### src/rtl/cpu_simple_pkg.sv
// Shared constants for cpu_simple and its instruction-memory loader:
// IMEM geometry, default frame sync byte, and the loader state encoding.
package cpu_simple_pkg;

   localparam int IMEM_AW    = 4;
   localparam int IMEM_DW    = 8;
   localparam int IMEM_DEPTH = 1 << IMEM_AW;

   localparam logic [7:0] SYNC_BYTE_DEF = 8'hA5;

   typedef enum logic [2:0] {
      ST_HDR  = 3'd0,
      ST_LEN  = 3'd1,
      ST_DATA = 3'd2,
      ST_CSUM = 3'd3,
      ST_DONE = 3'd4,
      ST_ERR  = 3'd5
   } loader_state_e;

endpackage

### src/rtl/cpu_simple_imem.sv
// Instruction register file: async clear, one synchronous write port and one
// combinational read port (a same-cycle read of a written word sees the old value).
module cpu_simple_imem
   import cpu_simple_pkg::*;
#(
   parameter int AW = IMEM_AW,
   parameter int DW = IMEM_DW
) (
   input  logic          clk,
   input  logic          rst,
   input  logic          we,
   input  logic [AW-1:0] waddr,
   input  logic [DW-1:0] wdata,
   input  logic [AW-1:0] raddr,
   output logic [DW-1:0] rdata
);

   localparam int DEPTH = 1 << AW;

   logic [DW-1:0] mem_q [DEPTH];
   logic [DW-1:0] mem_d [DEPTH];

   always_comb begin
      mem_d = mem_q;
      if (we) mem_d[waddr] = wdata;
   end

   always_ff @(posedge clk or negedge rst) begin
      if (!rst) begin
         for (int i = 0; i < DEPTH; i++) mem_q[i] <= '0;
      end else begin
         mem_q <= mem_d;
      end
   end

   assign rdata = mem_q[raddr];

endmodule

### src/rtl/cpu_simple_imem_loader.sv
// Framed byte-stream loader for cpu_simple's IMEM; holds the CPU in reset until a
// frame passes its XOR checksum. Define CPU_SIMPLE_LOADER_TIMEOUT_EN for an in-frame idle timeout.
module cpu_simple_imem_loader
   import cpu_simple_pkg::*;
#(
   parameter int               ADDR_W    = IMEM_AW,
   parameter int               DATA_W    = IMEM_DW,
   parameter logic [DATA_W-1:0] SYNC_BYTE = DATA_W'(SYNC_BYTE_DEF),
   parameter int               TIMEOUT   = 64
) (
   input  logic              clk,
   input  logic              rst,
   input  logic              in_valid,
   input  logic [DATA_W-1:0] in_data,
   output logic              in_ready,
   input  logic              load_start,
   input  logic [ADDR_W-1:0] fetch_pc,
   output logic [DATA_W-1:0] fetch_inst,
   output logic              cpu_rst,
   output logic              load_done,
   output logic              load_err,
   output loader_state_e     dbg_state
);

   localparam int DEPTH = 1 << ADDR_W;

   // Handshake: a byte transfers on a rising clk where in_valid and in_ready are both 1;
   // in_ready depends only on the registered state, never on in_valid.
   loader_state_e     state_q, state_d;
   logic [ADDR_W:0]   len_q, len_d;
   logic [ADDR_W-1:0] ptr_q, ptr_d;
   logic [DATA_W-1:0] acc_q, acc_d;
   logic              xfer, len_ok, last_byte, mem_we;

   assign in_ready  = (state_q == ST_HDR) || (state_q == ST_LEN) ||
                      (state_q == ST_DATA) || (state_q == ST_CSUM);
   assign xfer      = in_valid & in_ready;
   assign len_ok    = (in_data != '0) && (32'(in_data) <= 32'(DEPTH));
   assign last_byte = ({1'b0, ptr_q} == (len_q - (ADDR_W+1)'(1)));

`ifdef CPU_SIMPLE_LOADER_TIMEOUT_EN
   localparam int TMO_W = $clog2(TIMEOUT + 1);
   logic [TMO_W-1:0] tmo_q, tmo_d;
`else
   // Timeout is compiled out; keep TIMEOUT referenced so both builds elaborate alike.
   if (TIMEOUT < 1) begin : g_timeout_unused
   end
`endif

   always_comb begin
      state_d = state_q;
      len_d   = len_q;
      ptr_d   = ptr_q;
      acc_d   = acc_q;
      mem_we  = 1'b0;
      case (state_q)
         ST_HDR: begin
            if (xfer && (in_data == SYNC_BYTE)) state_d = ST_LEN;
         end
         ST_LEN: begin
            if (xfer) begin
               if (len_ok) begin
                  len_d   = in_data[ADDR_W:0];
                  ptr_d   = '0;
                  acc_d   = '0;
                  state_d = ST_DATA;
               end else begin
                  state_d = ST_ERR;
               end
            end
         end
         ST_DATA: begin
            if (xfer) begin
               mem_we = 1'b1;
               acc_d  = acc_q ^ in_data;
               ptr_d  = ptr_q + ADDR_W'(1);
               if (last_byte) state_d = ST_CSUM;
            end
         end
         ST_CSUM: begin
            if (xfer) state_d = (in_data == acc_q) ? ST_DONE : ST_ERR;
         end
         ST_DONE, ST_ERR: begin
            if (load_start) state_d = ST_HDR;
         end
         default: state_d = ST_HDR;
      endcase
`ifdef CPU_SIMPLE_LOADER_TIMEOUT_EN
      // A transfer always clears the counter, so it wins over a same-cycle expiry.
      tmo_d = '0;
      if (((state_q == ST_LEN) || (state_q == ST_DATA) || (state_q == ST_CSUM)) && !xfer) begin
         if (tmo_q == TMO_W'(TIMEOUT - 1)) state_d = ST_ERR;
         else                              tmo_d   = tmo_q + TMO_W'(1);
      end
`endif
   end

   always_ff @(posedge clk or negedge rst) begin
      if (!rst) begin
         state_q <= ST_HDR;
         len_q   <= '0;
         ptr_q   <= '0;
         acc_q   <= '0;
`ifdef CPU_SIMPLE_LOADER_TIMEOUT_EN
         tmo_q   <= '0;
`endif
      end else begin
         state_q <= state_d;
         len_q   <= len_d;
         ptr_q   <= ptr_d;
         acc_q   <= acc_d;
`ifdef CPU_SIMPLE_LOADER_TIMEOUT_EN
         tmo_q   <= tmo_d;
`endif
      end
   end

   // Status outputs decode the state register directly, so they change only on clk or rst.
   assign load_done = (state_q == ST_DONE);
   assign load_err  = (state_q == ST_ERR);
   assign cpu_rst   = (state_q != ST_DONE);
   assign dbg_state = state_q;

   cpu_simple_imem #(
      .AW (ADDR_W),
      .DW (DATA_W)
   ) u_imem (
      .clk   (clk),
      .rst   (rst),
      .we    (mem_we),
      .waddr (ptr_q),
      .wdata (in_data),
      .raddr (fetch_pc),
      .rdata (fetch_inst)
   );

endmodule

### config.mk
export PLATFORM = sky130hd
export DESIGN_NAME = cpu_simple_imem_loader
export DESIGN_NICKNAME = d
export VERILOG_FILES = /design/src/rtl/cpu_simple_pkg.sv /design/src/rtl/cpu_simple_imem.sv /design/src/rtl/cpu_simple_imem_loader.sv
export SDC_FILE = /design/constraint.sdc
export NUM_CORES = 1
export LEC_CHECK = 0
export BUFFER_PORTS_ARGS = -buffer_cell sky130_fd_sc_hd__clkbuf_2
export CORE_MARGIN = 2
export CORE_UTILIZATION = 58
export DETAILED_ROUTE_END_ITERATION = 12
export PLACE_DENSITY = 0.76
export SYNTH_ARGS = -nofsm -noshare
export SYNTH_HDL_FRONTEND = slang
export SYNTH_SLANG_ARGS = --single-unit
### constraint.sdc
create_clock -name clk -period 3.3 [get_ports clk]
set_input_delay 0.66 -clock clk [delete_from_list [all_inputs] [get_ports clk]]
set_output_delay 0.66 -clock clk [all_outputs]
set_load 0.01 [all_outputs]
Word-level counts from Yosys, hierarchy flattened

Cells that the tools add are included.

Register bits: 148
Logic and storage cells: 84

$add $sub $neg: 2
Order comparisons: 4
Equal/unequal tests: 16
Multiplexer cells: 25
Bitwise gates (word level): 4
Reduce and logical (&&, ||, !) cells: 13

Operator list:

| cell                | count |
|---|---|
| $bwmux 128          | 1 |
| $mux 8              | 6 |
| $bmux 8 s4          | 1 |
| $demux 8 s4         | 1 |
| $mux 3              | 7 |
| $pmux 8 s2          | 1 |
| $pmux 3 s5          | 1 |
| $mux 4              | 3 |
| $ne 2x2->1 const B  | 6 |
| $ge 5x5->1 const B  | 2 |
| $not 4->5           | 2 |
| $eq 8x8->1          | 1 |
| $eq 8x8->1 const B  | 1 |
| $le 8x5->1 const B  | 1 |
| $pmux 4 s2          | 1 |
| $reduce_bool 8->1   | 1 |
| $xor 8x8->8         | 1 |
| $eq 3x2->1 const B  | 2 |
| $eq 3x3->1 const B  | 2 |
| $reduce_and 6->1    | 1 |
| $eq 4x5->1          | 1 |
| $lt 5x1->1 const B  | 1 |
| $sub 5x1->5 const B | 1 |
| $add 4x1->4 const B | 1 |
| other kinds (12)    | 18 |

Logic depth before layout (Yosys ltp)

Gate-level depths: netlist (run 1).

Depth after elaboration: 8
Gate-level depth with buffers: 7
Gate-level depth less buffers: 7

Modules after synthesis

Synthesis (run 1) repeated with hierarchy kept, for this count alone.

Cells, all modules: 490
Area total of the unflattened synthesis: 7,131.8 sq um

By module, submodules not included:

| module                 | instances | cells each | area an instance (sq um) |
|---|---|---|---|
| cpu_simple_imem        | 1         | 365        | 5,915.7 |
| cpu_simple_imem_loader | 1         | 125        | 1,216.2 |

Worst setup path after synthesis (run 1)

OpenSTA, ideal clock, no wires.

Kind: input-to-output
Start point: in fetch_pc[0]
End point: out fetch_inst[0]
Arrival time: 2.114 ns
Setup slack: 0.526 ns
Stages: 4
Cells stage by stage: buf_2 buf_2 mux4_2 mux4_2

Cells in the longest elaborated chain, start to end: 4

RTL lines:

| what                                      | RTL line                     | text |
|---|---|---|
| start: declaration                        | cpu_simple_imem_loader.sv:17 | `input logic [ADDR_W-1:0] fetch_pc,` |
| $not 4->5 (not written as such)           | cpu_simple_imem.sv:36        | `assign rdata = mem_q[raddr];` |
| $bmux 8 s4                                | cpu_simple_imem.sv:36        |  |
| $mux 8 (not written as such) (2 in a row) | cpu_simple_imem.sv:36        |  |
| end: declaration                          | cpu_simple_imem_loader.sv:18 | `output logic [DATA_W-1:0] fetch_inst,` |

No other way between the ends. The select of a mux whose other input is x is not followed.

Worst setup path after layout (run 1)

Start point: in fetch_pc[0]
End point: out fetch_inst[2]

The elaborated chain is that of the path after synthesis.

==> qor.txt, run 1 <==
Vias in the first global route -> 4416
Die ar. -> 0.01301 mm2
Cell row count -> 40
Number of DRC markers in iteration 0 -> 353
Chip height -> 114.1 um
Worst-Margin Slew -> 696.3 ps
Antenna cells -> 0
Top FF cell, synth -> dfrtp_1
Combinational Power Share -> 13.8%
Reg clk slew, reported paths -> 60 ps
WL final -> 15120 um
Initial antenna violation count -> 0
Layout cells sized above 1 -> 47.85%
P_leak -> 3.879 nW
Commonest cells after routing, fill and taps aside -> 148 x dfrtp_1, 128 x mux2_2, 40 x mux4_2
RSZ-0062 raised after global routing -> no
Post-synth EDFFs -> 0
Crit. End Element -> output port
Filler cells -> 853
# clock sinks -> 148
Detail Route Antenna Nets -> 0
Die W -> 114.1 um
Grt total ovfl -> 0
Wire per inst -> 22.94 um
Final hold vios -> 0
CTS buffer count -> 17
Layout area overhead -> 12.20%
Register area -> 0.003704 mm2
Total core area -> 0.01191 mm2
Starting Density -> 58.99%
CP required -> 2640 ps
Post-CTS Setup Inserts -> 0
Clock buffer depth -> 2
CTS tree -> done
Critical path class -> input pin to output port
Max Cap Viol -> 0
Maximum VDD drop -> 0.0004525 V
Clock power share -> 39.6%
CP arrival -> 2260 ps
Clock latency on the worst-skew pair -> 420 ps
Setup TNS -> 0 ps
Slew margin rel. -> 53.58%
Register bit total from synthesis -> 148
GRT Util Overall -> 25.79%
Finished Layout Cells -> 659
Yosys warns -> 0
Multi-input gate area -> 0.003143 mm2
Pint -> 3.328 mW
Mapped Cells -> 474
Crit path max fanout -> 32
Post-cts gate resize count -> 0
Placer congestion estimate -> 0.7702
Highest clock rate -> 0.3422 GHz
Dpl hpwl -> 9529 um
Final setup margin -> 377.5 ps
Post-synth ARST share -> 100.0%
NetSw -> 1.131 mW
Clk_skew -> 11.46 ps
Minimum clock period -> 2923 ps
Part of the power in registers -> 46.6%
H-Tree Depth -> 4
Hold crit path type -> input pin to asynchronous set/reset pin
Vias after detailed routing -> 4104
First-pass GRT wire length -> 24530 um
Final period util -> 88.56%
Sw Share -> 25.37%
Pwr Density -> 565.6 mW/mm2
Crit path launch type -> input pin
DRT Pass-1 Iters -> 4
Clock Tree Root -> clkbuf_16
Ports -> 31
Largest net degree at the start of global routing -> 76
Setup violators final -> 0
Inst Count DP -> 628
NumNets Final -> 521
Max Slew Vio Count -> 0
Vias/cell -> 6.228
Pre-CTS WS -> 367.7 ps
Worst hold slack -> 256.0 ps
Synthesized cell area -> 0.007027 mm2
Synth Net Count -> 495
Syn_area_per_cell -> 14.82 um2
Status -> finished, final reports clean
Register area share after synthesis -> 52.71%
Distinct cells, synth -> 44
Residual DRC -> 0
Commonest non-fill, non-tap cell in the layout -> dfrtp_1
Port Buf Inserts -> 30
Fin util -> 66.19%
CTS Hold Bufs -> 0
[cell families after synthesis]
family                   after synthesis  synth area share, %
buffers and inverters                 44                2.564
multiplexers                         173                34.13
adder cells (fa/ha/maj)                5               0.8903
flip-flops                           148                52.71
XOR/XNOR                              18                2.244
AO/OA/AOI/OAI                         34                3.081
AND/OR/NAND/NOR                       52                4.380
[critical path: stages]
cell	delay, ps
clkbuf_2	100
buf_12	260
mux4_2	540
mux4_2	510
clkbuf_2	150
[synth_stat cells, types with 5 or more instances]
cell	count	area, um2
a21oi_1	15	75.07
inv_1	8	30.03
o21a_1	7	52.55
clkbuf_1	22	82.58
and2_1	5	31.28
buf_2	11	55.05
nand2_1	14	52.55
ha_1	5	62.56
mux2_1	5	56.30
dfrtp_1	148	3704
nand2_2	5	31.28
xor2_1	11	96.34
nor2_1	5	18.77
mux2_2	128	1441
xnor2_1	7	61.31
mux4_2	40	900.9
[state kept, by name, indices dropped and copies added, names as in the netlist]
| name | cells |
|---|---|
| u_imem.mem_q | 128 |
| acc_q | 8 |
| len_q | 5 |
| ptr_q | 4 |
| dbg_state | 3 |
[path summary, 6_finish.rpt]
| check | from | endpoint | slack, ps | depth (start not counted) |
|---|---|---|---|---|
| min in group clk | load_start | dbg_state[2] | 460 | 2 |
| max reg2reg | dbg_state[2] | u_imem.mem_q[114] | 960 | 6 |
| min reg2reg | u_imem.mem_q[30] | u_imem.mem_q[30] | 500 | 1 |
| max | fetch_pc[0] | fetch_inst[2] | 380 | 5 |
| min | rst | u_imem.mem_q[123] | 260 | 1 |
| max in group asynchronous | rst | u_imem.mem_q[60] | 2260 | 2 |
[power groups by stage]
stage                     clock network (mW)  registers, mW  logic (mW)
after floorplan                            0           2.07       0.466
after global placement                     0           2.10       0.593
after detailed placement                   0           2.11       0.619
after CTS                               1.79           2.07       0.623
after global routing                    1.88           2.09       0.686
final                                   1.77           2.08       0.615
[metal layers]
metal | vias to the layer above | wire (um) | global-route usage [%]
met5 | - | 0 | 0
met4 | 0 | 255 | 9.431
met3 | 22 | 596 | 4.711
met2 | 82 | 7660 | 42.06
met1 | 2188 | 6606 | 35.17
li1 | 1812 | - | -
[metrics by stage]
stage	power, mW	instance area [um2]
after floorplan	2.534	7027
after global placement	2.690	7340
after detailed placement	2.725	7340
after CTS	4.491	7884
after global routing	4.663	7884
final	4.459	7884
[area by class of cell]
type	instances	area share, %
flip-flops and latches	148	46.98
clock buffers	28	6.681
clock inverters	3	0.2222
multi-input cells	282	39.87
repair buffers	43	3.539
well taps	147	2.333
inverters	8	0.3809
Power figures use the tool's default switching activity.
==> run 2, diff against run 1 <==
--- a/config.mk
+++ b/config.mk
@@ -6,7 +6,6 @@
 export NUM_CORES = 1
 export LEC_CHECK = 0
 export BUFFER_PORTS_ARGS = -buffer_cell sky130_fd_sc_hd__clkbuf_2
-export CORE_MARGIN = 2
 export CORE_UTILIZATION = 58
 export DETAILED_ROUTE_END_ITERATION = 12
 export PLACE_DENSITY = 0.76
==> qor.txt, run 2 (synthesis results as in run 1) <==
Status -> finished, final reports clean
Vias/cell -> 6.315
Crit path from -> fetch_pc[0]
Final hold vios -> 0
Crit. End Element -> output port
Highest clock rate -> 0.3488 GHz
Total core area -> 0.01161 mm2
Critical path class -> input pin to output port
Layout cells sized above 1 -> 47.24%
# clock sinks -> 148
Commonest cells after routing, fill and taps aside -> 148 x dfrtp_1, 128 x mux2_2, 40 x mux4_2
Detail Route Antenna Nets -> 0
Crit path launch type -> input pin
Die W -> 112.1 um
RSZ-0062 raised after global routing -> no
WL final -> 15270 um
Starting Density -> 60.50%
Initial antenna violation count -> 0
Layout area overhead -> 11.81%
CTS buffer count -> 17
Max Cap Viol -> 0
CTS tree -> done
Pwr Density -> 565.7 mW/mm2
Dpl hpwl -> 9872 um
P_leak -> 3.863 nW
Worst r2r src -> dbg_state[1]
Clock latency on the worst-skew pair -> 410 ps
Overall Power -> 4.444 mW
Slew margin rel. -> 51.10%
CP arrival -> 2210 ps
Worst-Margin Slew -> 733.5 ps
DRT Pass-1 Iters -> 5
Multi-input gate area -> 0.003143 mm2
Filler cells -> 795
GRT Util Overall -> 27.10%
Bufs and invs on worst path -> 3
Antenna cells -> 0
Maximum VDD drop -> 0.0003693 V
Placer congestion estimate -> 0.7787
Max Slew Vio Count -> 0
Grt total ovfl -> 0
Post-CTS Setup Inserts -> 0
Wire per inst -> 23.46 um
Crit path max fanout -> 24
CP max stage cell -> mux4_2
Vias after detailed routing -> 4111
Port Buf Inserts -> 30
Largest registers -> u_imem.mem_q: 128 flops, acc_q: 8 flops, len_q: 5 flops
Setup TNS -> 0 ps
Hold crit path type -> input pin to asynchronous set/reset pin
Ports -> 31
Largest register FFs -> 128
Post-cts gate resize count -> 0
Clock Tree Root -> clkbuf_16
NumNets Final -> 517
Vias in the first global route -> 4352
Die ar. -> 0.01256 mm2
Chip height -> 112.1 um
Residual DRC -> 0
H-Tree Depth -> 4
Clk_skew -> 7.099 ps
Setup violators final -> 0
Reg clk slew, reported paths -> 50 ps
Number of DRC markers in iteration 0 -> 280
Top reg by flops -> u_imem.mem_q
Commonest non-fill, non-tap cell in the layout -> dfrtp_1
Slowest stage delay, CP -> 570 ps
CP Cell Sequence -> clkbuf_2, buf_12, mux4_2, mux4_2, clkbuf_2
CTS Hold Bufs -> 0
Clock buffer depth -> 2
First-pass GRT wire length -> 24870 um
Largest net degree at the start of global routing -> 81
Cell row count -> 39
CP required -> 2640 ps
Register area -> 0.003704 mm2
Worst path top cell family by delay -> multiplexers
Minimum clock period -> 2867 ps
Final period util -> 86.87%
[run 2: through the flow]
step / instances / setup WS (ps) / hold WS (ps) / cell area [um2] / utilization, %
after global routing: 651 / 384.0 / 326.8 / 7856 / 67.65
after global placement: 620 / 429.0 / 470.1 / 7317 / 63.00
after CTS: 651 / 427.9 / 310.8 / 7856 / 67.65
after detailed placement: 620 / 429.1 / 481.8 / 7317 / 63.00
after floorplan: 474 / 525.6 / 364.4 / 7027 / -
final: 651 / 433.2 / 291.7 / 7856 / 67.65
[run 2: metal layers]
| layer | global-route usage, % | vias up | wire length (um) |
|---|---|---|---|
| li1 | - | 1802 | - |
| met1 | 37.27 | 2194 | 6733 |
| met2 | 42.86 | 93 | 7548 |
| met3 | 6.048 | 22 | 693 |
| met4 | 10.22 | 0 | 298 |
| met5 | 0 | - | 0 |
[run 2: where the power goes]
group | leakage, nW | total [mW] | switching, mW | internal [mW]
sequential | 2.05 | 2.08 | 0.129 | 1.95
clock | 0.268 | 1.75 | 0.664 | 1.09
combinational | 1.54 | 0.614 | 0.311 | 0.304
total | 3.86 | 4.44 | 1.10 | 3.34
[run 2: final cells by class]
cell class / instances / share of cell area [%]
Clock inverter: 5 / 0.6370
Sequential cell: 148 / 47.14
Tap cell: 143 / 2.277
Timing Repair Buffer: 39 / 3.329
Inverter: 8 / 0.3822
Multi-Input combinational cell: 282 / 40.01
Clock buffer: 26 / 6.227
[run 2: worst register-to-register path, stage by stage (launching register included)]
cell and delay (ps):
dfrtp_1 510, nor2b_1 240, nand2_2 190, nor3_2 240, and2_1 570, mux2_2 410
[run 2: path summary, 6_finish.rpt]
kind                                     end  slack [ps]  cells after the start
hold reg to reg             u_imem.mem_q[35]         500                      1
min in group clk                dbg_state[2]         470                      2
max in group asynchronous           ptr_q[1]        2240                      2
setup / recovery               fetch_inst[4]         430                      5
hold / removal              u_imem.mem_q[92]         290                      1
setup reg to reg           u_imem.mem_q[122]        1020                      5
